### config.mk
export PLATFORM = sky130hd
export DESIGN_NAME = idecoder_queue
export DESIGN_NICKNAME = d
export VERILOG_FILES = /design/src/rtl/idecoder_pkg.sv /design/src/rtl/idecoder_classify.sv /design/src/rtl/idecoder_queue.sv
export SDC_FILE = /design/constraint.sdc
export NUM_CORES = 1
export LEC_CHECK = 0
export BUFFER_PORTS_ARGS = -buffer_cell sky130_fd_sc_hd__buf_4
export CORE_MARGIN = 1
export CORE_UTILIZATION = 52
export CTS_CLUSTER_DIAMETER = 60
export DETAILED_ROUTE_END_ITERATION = 10
export PLACE_DENSITY_LB_ADDON = 0.15
export SLEW_MARGIN = 20
export SYNTH_ARGS = -nofsm -noshare
export SYNTH_HDL_FRONTEND = slang
export SYNTH_SLANG_ARGS = --single-unit
### constraint.sdc
create_clock -name iClk -period 5.1 [get_ports iClk]
set_clock_uncertainty 0.05 [all_clocks]
set_input_delay 0.255 -clock iClk [delete_from_list [all_inputs] [get_ports iClk]]
set_output_delay 0.255 -clock iClk [all_outputs]
set_load 0.005 [all_outputs]
### src/rtl/idecoder_pkg.sv
// Shared class codes, RV32 base opcodes and the opcode-to-class mapping
// used by the decoder queue.
package idecoder_pkg;

    localparam int CLASS_W = 3;

    typedef enum logic [CLASS_W-1:0] {
        CLS_NONE = 3'd0,
        CLS_ALU  = 3'd1,
        CLS_LSU  = 3'd2,
        CLS_BR   = 3'd3,
        CLS_SYS  = 3'd4,
        CLS_ILL  = 3'd7
    } instrClass_t;

    localparam logic [6:0] OP_OP     = 7'b0110011;
    localparam logic [6:0] OP_IMM    = 7'b0010011;
    localparam logic [6:0] OP_LUI    = 7'b0110111;
    localparam logic [6:0] OP_AUIPC  = 7'b0010111;
    localparam logic [6:0] OP_LOAD   = 7'b0000011;
    localparam logic [6:0] OP_STORE  = 7'b0100011;
    localparam logic [6:0] OP_BRANCH = 7'b1100011;
    localparam logic [6:0] OP_JAL    = 7'b1101111;
    localparam logic [6:0] OP_JALR   = 7'b1100111;
    localparam logic [6:0] OP_SYSTEM = 7'b1110011;
    localparam logic [6:0] OP_FENCE  = 7'b0001111;

    // Compressed encodings (low bits != 11) never match a listed opcode, so they land in ILL.
    function automatic instrClass_t opcodeClass(input logic [6:0] opcode);
        case (opcode)
            OP_OP, OP_IMM, OP_LUI, OP_AUIPC: return CLS_ALU;
            OP_LOAD, OP_STORE:               return CLS_LSU;
            OP_BRANCH, OP_JAL, OP_JALR:      return CLS_BR;
            OP_SYSTEM, OP_FENCE:             return CLS_SYS;
            default:                         return CLS_ILL;
        endcase
    endfunction

endpackage

### src/rtl/idecoder_classify.sv
// One-lane opcode classifier; an invalid lane always reports CLS_NONE.
module idecoder_classify
    import idecoder_pkg::*;
(
    input  logic [6:0]         opcode,
    input  logic               valid,
    output logic [CLASS_W-1:0] cls
);

    assign cls = valid ? opcodeClass(opcode) : CLS_NONE;

endmodule

### src/rtl/idecoder_queue.sv
// Decoder-stage buffer: holds one fetch entry, supports partial issue takes with
// realignment to lane 0, refills from the fetch FIFO once drained, tags lane classes.
module idecoder_queue
    import idecoder_pkg::*;
#(
    parameter int IW    = 32,
    parameter int LANES = 4,
    parameter int CW    = $clog2(LANES + 1)
) (
    input  logic                  iClk,
    input  logic                  iReset,
    input  logic                  iFlush,
    input  logic                  iRcvFifoEmpty,
    input  logic [IW*LANES-1:0]   iRcvInstrs,
    input  logic [LANES-1:0]      iRcvMask,
    output logic                  oReadFifo,
    output logic                  toIssue_vld,
    output logic [CW-1:0]         toIssue_cnt,
    output logic [IW*LANES-1:0]   toIssue_instrs,
    output logic [3*LANES-1:0]    toIssue_class,
    input  logic [CW-1:0]         fromIssue_take
);

    logic [IW-1:0] slotReg   [LANES];
    logic [IW-1:0] slotNext  [LANES];
    logic [IW-1:0] slotShift [LANES];
    logic [CW-1:0] occReg;
    logic [CW-1:0] occNext;
    logic [CW-1:0] tk;
    logic [CW-1:0] rem;
    logic [CW-1:0] maskCount;
    logic          vld;

    assign vld = (occReg != '0);

    // Issue may ask for more than is buffered; clamp to what is actually held.
    assign tk  = !vld ? '0 : ((fromIssue_take > occReg) ? occReg : fromIssue_take);
    assign rem = occReg - tk;

    assign oReadFifo = ~iFlush & ~iRcvFifoEmpty & (rem == '0);

    always_comb begin
        maskCount = '0;
        for (int i = 0; i < LANES; i++) begin
            maskCount = maskCount + CW'(iRcvMask[i]);
        end
    end

    // Leftovers slide down by tk lanes; vacated lanes are zeroed.
    always_comb begin
        for (int j = 0; j < LANES; j++) begin
            slotShift[j] = '0;
            if (CW'(j) < rem) begin
                for (int k = 0; k < LANES - j; k++) begin
                    if (tk == CW'(k)) begin
                        slotShift[j] = slotReg[j + k];
                    end
                end
            end
        end
    end

    always_comb begin
        occNext  = occReg;
        slotNext = slotReg;
        if (iFlush) begin
            occNext = '0;
        end else if (oReadFifo) begin
            for (int i = 0; i < LANES; i++) begin
                slotNext[i] = iRcvInstrs[IW*i +: IW];
            end
            occNext = maskCount;
        end else begin
            slotNext = slotShift;
            occNext  = rem;
        end
    end

    always_ff @(posedge iClk) begin
        if (iReset) begin
            occReg <= '0;
            for (int i = 0; i < LANES; i++) begin
                slotReg[i] <= '0;
            end
        end else begin
            occReg   <= occNext;
            slotReg  <= slotNext;
        end
    end

    assign toIssue_vld = vld;
    assign toIssue_cnt = occReg;

    generate
        for (genvar gi = 0; gi < LANES; gi++) begin : g_lane
            logic laneValid;
            assign laneValid = (CW'(gi) < occReg);
            assign toIssue_instrs[IW*gi +: IW] = laneValid ? slotReg[gi] : '0;

            idecoder_classify u_classify (
                .opcode (slotReg[gi][6:0]),
                .valid  (laneValid),
                .cls    (toIssue_class[CLASS_W*gi +: CLASS_W])
            );
        end
    endgenerate

    // Over-take is tolerated in hardware but flagged in simulation.
    assert property (@(posedge iClk) disable iff (iReset)
        !(vld && (fromIssue_take > occReg)))
        else $warning("idecoder_queue: take %0d exceeds count %0d, clamped", fromIssue_take, occReg);

    assert property (@(posedge iClk) disable iff (iReset)
        !(oReadFifo && ((iRcvMask & (iRcvMask + LANES'(1))) != '0)))
        else $warning("idecoder_queue: non-contiguous fetch mask %b popped", iRcvMask);

endmodule

Word-level counts from Yosys, hierarchy flattened
Index checks and enable logic that the tools add are counted.
- register bits: 131
- bits of input ports: 139
- output and inout bits: 145
- $add $sub $neg: 4
- magnitude comparators: 9
- equal/unequal tests: 51
- multiplexer cells: 27
- bitwise gates (word level): 4
- reductions and logical operators: 24
- operators with widths (kind ; count):
    2-to-1 mux 32 bit ; 15
    2-to-1 mux 128 bit ; 1
    == test 7 bit, second input constant ; 16
    == test 7 x 6 -> 1 bit, second input constant ; 12
    == test 7 x 5 -> 1 bit, second input constant ; 8
    case mux 3 bit (4 select lines) ; 4
    == test 7 x 2 -> 1 bit, second input constant ; 4
    == test 7 x 4 -> 1 bit, second input constant ; 4
    2-to-1 mux 3 bit ; 7
    OR reduction 2 bit ; 9
    OR reduction 4 bit ; 4
    less-than comparator 1 x 3 -> 1 bit, first input constant ; 4
    less-than comparator 2 x 3 -> 1 bit, first input constant ; 4
    OR reduction 3 bit ; 4
    AND reduction 2 bit ; 4
    == test 3 x 2 -> 1 bit, second input constant ; 2
    logical NOT 3 bit ; 2
    != test 6 x 3 -> 1 bit, second input constant ; 1
    != test 5 bit, second input constant ; 1
    != test 4 bit, second input constant ; 1
    adder 2 x 1 -> 3 bit ; 1
    adder 3 x 1 -> 3 bit ; 1
    == test 3 x 1 -> 1 bit, second input constant ; 1
    > comparator 3 bit ; 1
    other kinds (6) ; 8

Depth between registers and ports, before layout
- depth after elaboration: 10
- depth in mapped cells: 18

Hierarchy
A second synthesis with hierarchy kept.
- cells, all modules: 1040
- area total of the unflattened synthesis: 8739.6 µm²
- by module, submodules not included (module ; instances ; cells an instance ; area an instance (µm²) ; sequential area each (µm²)):
    idecoder_queue ; 1 ; 980 ; 8339.2 ; 2622.5
    idecoder_classify ; 4 ; 15 ; 100.1 ; 0.0

Least setup slack after synthesis
No wires, ideal clock.
- kind: reg2reg
- start point: register occReg[2] (netlist: toIssue_cnt[2])
- end point: register slotReg[38] in the netlist's numbering
- arrival time: 4213 ps
- required time: 4964 ps
- setup slack: 751 ps
- cell stages (with the launch flop): 18
- buffers on the path: 5
- cells stage by stage: dfxtp_1 > clkbuf_1 > inv_1 > ha_1 > and3b_4 > o21a_1 > buf_6 > o21ai_1 > a21boi_2 > clkbuf_1 > ha_1 > fa_1 > nor2_1 > or3_1 > clkbuf_1 > buf_2 > a32oi_1 > a211oi_1
- word-level cells in the longest chain between the ends: 8
- elaborated cells between the ends (all ways): 15
- ends and longest elaborated chain (what ; RTL line ; source):
    start, declared ; idecoder_queue.sv:27 ; logic [CW-1:0] occReg;
    start signal, assigned ; idecoder_queue.sv:86 ; occReg <= occNext;
    branches (longest 8 deep; another with > comparator 3 bit) ; n/a ;
    end signal, assigned ; idecoder_queue.sv:87 ; slotReg <= slotNext;
    end, declared ; idecoder_queue.sv:24 ; logic [IW-1:0] slotReg [LANES];
Several ways; the timed one is not identified.
A chain may end at the register's enable or synchronous reset.

Worst setup path in the final report
- start point: register occReg[1] (netlist: toIssue_cnt[1])
- end point: output port oReadFifo
- word-level cells in the longest chain between the ends: 6
- elaborated cells between the ends (all ways): 7
- ends and longest elaborated chain (what ; RTL line ; source):
    > comparator 3 bit ; idecoder_queue.sv:37 ; assign tk = !vld ? '0 : ((fromIssue_take > occReg) ? occReg : fromIssue_take);
    2-to-1 mux 3 bit (2 in a row) ; idecoder_queue.sv:37 ;
    subtractor 3 bit (*) ; idecoder_queue.sv:38 ; assign rem = occReg - tk;
    logical NOT 3 bit (*) ; idecoder_queue.sv:40 ; assign oReadFifo = ~iFlush & ~iRcvFifoEmpty & (rem == '0);
    AND 1 bit (*) ; idecoder_queue.sv:40 ;
    end, declared ; idecoder_queue.sv:16 ; output logic oReadFifo,
Every way passes the cells marked *; elsewhere a longest branch is shown, timed or not.

==> summary.txt <==
Cells and area
  – Nets: 1430
  – Share of post-route cells with drive strength above 1: 31.2%
  – Area grow syn2layout: 32.9%
  – Ant diodes: 0

Global routing
  – Vias in the first global route: 8276
  – Initial antenna violation count: 0
  – Global-route wire length before repair: 45700 µm
  – Largest net degree at the start of global routing: 101
  – GRT Total Usage: 34.8%
  – Grt ovf: 0

STA
  – Fin crit share: 93.6%
  – Final setup fails: 0
  – Final min period: 4.77 ns
  – Relative slew margins: 29.5%
  – Highest Clock Rate: 0.209 GHz
  – Slew Limit Fails: 0
  – Fin. Hold Viols: 0
  – RSZ-0062 raised after global routing: false
  – Sum of negative setup slack: 0 ns
  – Slew at the pin with the worst max-slew slack: 1.06 ns

Routing
  – Via-per-instance ratio: 6.12
  – DRT Pass-1 Iters: 5
  – Routed Wire Length: 30200 µm
  – DRC violations left: 0
  – Remaining antenna violation count: 0
  – Routed wire per std cell: 20.0 µm
  – DR iter-0 viols: 959
  – Total via count in the routed design: 9251

Clock tree
  – CTS Sinks: 131
  – Clock Latency Late Sink: 0.42 ns
  – Worst-path clk slew: 0.06 ns
  – CTS root buffer: clkbuf_16
  – H-tree lvl count: 4
  – Post-CTS Repair Setup Buffers: 0
  – Resize count post-CTS: 0
  – CTS tree: done
  – Cts bufs inserted: 17
  – Hold Buf Count CTS: 0
  – CTS max path bufs: 2

Logic synthesis
  – Syn_area_per_cell: 8.12 µm²
  – Yosys reg bits: 131
  – Mapped Nets: 1214
  – Top FF cell, synth: dfxtp_1
  – EDFF count, synth: 0
  – Post-synth cell types: 55
  – Synth Instances: 1067
  – Async S/R FF share, synth: 0%
  – Sequential share of the synthesized area: 30.3%
  – Post-Syn Area: 0.00866 mm²
  – Synth warnings: 0

Die
  – Die area: 0.0172 mm²
  – Core Box Area: 0.0161 mm²
  – Ports: 284
  – Die Y: 131 µm
  – Initial Util: 53.9%
  – Row count: 46
  – DIE WIDTH: 131 µm

Setup path
  – CP Data Required Time: 4.80 ns
  – Critical Path Fanout Max: 100
  – Cell mode on critical path: ha_1
  – Critical path's top delay family: adder cells
  – CP peak stage delay: 0.64 ns
  – Crit Path Class: reg2out
  – Worst EP arrival: 4.47 ns
  – Endpoint type of the worst setup path: output pin
  – Slowest CP cell: fa_1
  – Crit-path cells: inv_1, ha_1, nand3_1, o21a_1, o21ai_4, a21boi_4, ha_1, fa_1, nand2_1, or3_1, nor3_2, buf_12, buf_4
  – Worst setup SP type: flip-flop
  – Buf/Inv on CP: 3

Hold path
  – Worst hold path class: in2reg

Placement
  – Post-detail-place hpwl: 20200 µm
  – Routability congestion estimate from global placement: 0.899
  – Port Buffer Count: 283

Pwr
  – VDD IR max: 0.418 mV
  – Power Density: 555 mW/mm²
  – Pwr Total: 6390 µW
  – Leak: 0.00488 µW

Job
  – Max-cap violations: 0

Status
  – Status: complete, no violations
-- synth_stat cells, types with 10 or more instances --
library cell  number  area share [%]
a211o_1           31             3.1
a211oi_1          34             2.9
a211oi_2          30             4.3
a21o_1            34             2.9
a21oi_1          135             7.8
a22o_1            31             3.1
a31oi_1           10            0.72
a32oi_1           33             3.3
and2_1            61             4.4
buf_2             35             2.0
clkbuf_1          65             2.8
dfxtp_1          131              30
inv_1             16            0.69
mux2_1            21             2.7
mux2_2            13             1.7
nand2_1           49             2.1
nand3_1           36             2.1
nor2_1            54             2.3
nor2b_1           98             7.1
nor3b_1           30             2.6
o21ai_0           41             2.4
-- cell type report --
| type | count | area (µm²) |
|---|---|---|
| Multi-Input combinational cell | 809 | 5590 |
| Fill cell | 1314 | 4550 |
| Sequential cell | 131 | 2620 |
| Timing Repair Buffer | 307 | 2320 |
| Clock buffer | 21 | 470 |
| Tap cell | 216 | 270 |
| Clock inverter | 11 | 174 |
| Inverter | 17 | 63.8 |
-- registers in the layout, indices dropped and copies added (netlist names) --
register / cells
toIssue_cnt: 3
slotReg: 128
-- cells by family (layout without fill, tap and decap cells) --
kind of cell / count (synthesis) / in the layout / share of synthesized area, %
compound gates: 407 / 407 / 33.9
buf+inv: 127 / 356 / 6.66
mux: 38 / 38 / 4.93
flops: 131 / 131 / 30.3
simple gates: 356 / 356 / 22.9
fa+ha+maj: 8 / 8 / 1.33
-- routing by layer --
metal / vias up / global-route usage [%] / wire [µm]
met4: 0 / 10.3 / 653
met3: 62 / 10.4 / 3370
li1: 4313 / - / -
met1: 4344 / 48.3 / 13000
met5: - / 0 / 0
met2: 532 / 51.6 / 13200
-- metrics by stage --
step | std cells | utilization [%] | setup slack [ns] | cell area, µm² | hold slack [ns]
4_1_cts | 1512 | 71.7 | 0.379 | 11500 | 0.0184
6_report | 1512 | 71.7 | 0.326 | 11500 | 0.0268
3_3_place_gp | 1480 | 67.6 | 0.797 | 10900 | 0.453
2_1_floorplan | 1067 | - | 0.751 | 8660 | 0.341
5_1_grt | 1512 | 71.7 | 0.184 | 11500 | 0.0160
3_5_place_dp | 1480 | 67.6 | 0.624 | 10900 | 0.460
-- power breakdown --
group          total, µW  internal (µW)  leakage, µW  switching, µW
combinational       3340           1360      0.00351           1990
clock               1340            860     0.000306            480
sequential          1710           1340      0.00107            363
-- path summary, 6_finish.rpt --
kind | startpoint | endpoint | slack, ns | cells past startpoint
max reg2reg | toIssue_cnt[1] | slotReg[51] | 0.59 | 13
min | iRcvInstrs[100] | slotReg[4] | 0.03 | 3
max | toIssue_cnt[1] | oReadFifo | 0.33 | 13
min reg2reg | slotReg[74] | slotReg[74] | 0.49 | 2
-- layout by cell type (no fill, tap or decap), types with 4 or more instances in the layout --
cell	Yosys	final
buf_4	5	306
nor2_1	54	53
nand2b_1	4	4
bufinv_16	0	4
nor2b_1	98	98
nand2_1	49	49
nor3_1	8	5
o31ai_1	6	5
a32oi_1	33	33
a211o_1	31	31
mux2_1	21	21
a211oi_1	34	34
nand3_1	36	36
and2_1	61	61
a211oi_2	30	30
ha_1	6	6
inv_1	16	16
mux2_2	13	12
clkbuf_16	0	17
a21o_1	34	34
nor3b_1	30	30
a22o_1	31	31
o21ai_0	41	41
dfxtp_1	131	131
a31oi_1	10	10
a21oi_1	135	134
-- worst reg2reg max path, stage by stage (launching register included) --
cell and delay (ns):
dfxtp_1 0.55, inv_1 0.25, ha_1 0.38, nand3_1 0.21, o21a_1 0.22, o21ai_4 0.06
a21boi_4 0.14, ha_1 0.21, fa_1 0.43, o21a_1 0.35, or3_1 0.51, a21oi_4 0.56
buf_4 0.33, a211oi_1 0.10
No activity file was read; power rests on OpenSTA's default activity.
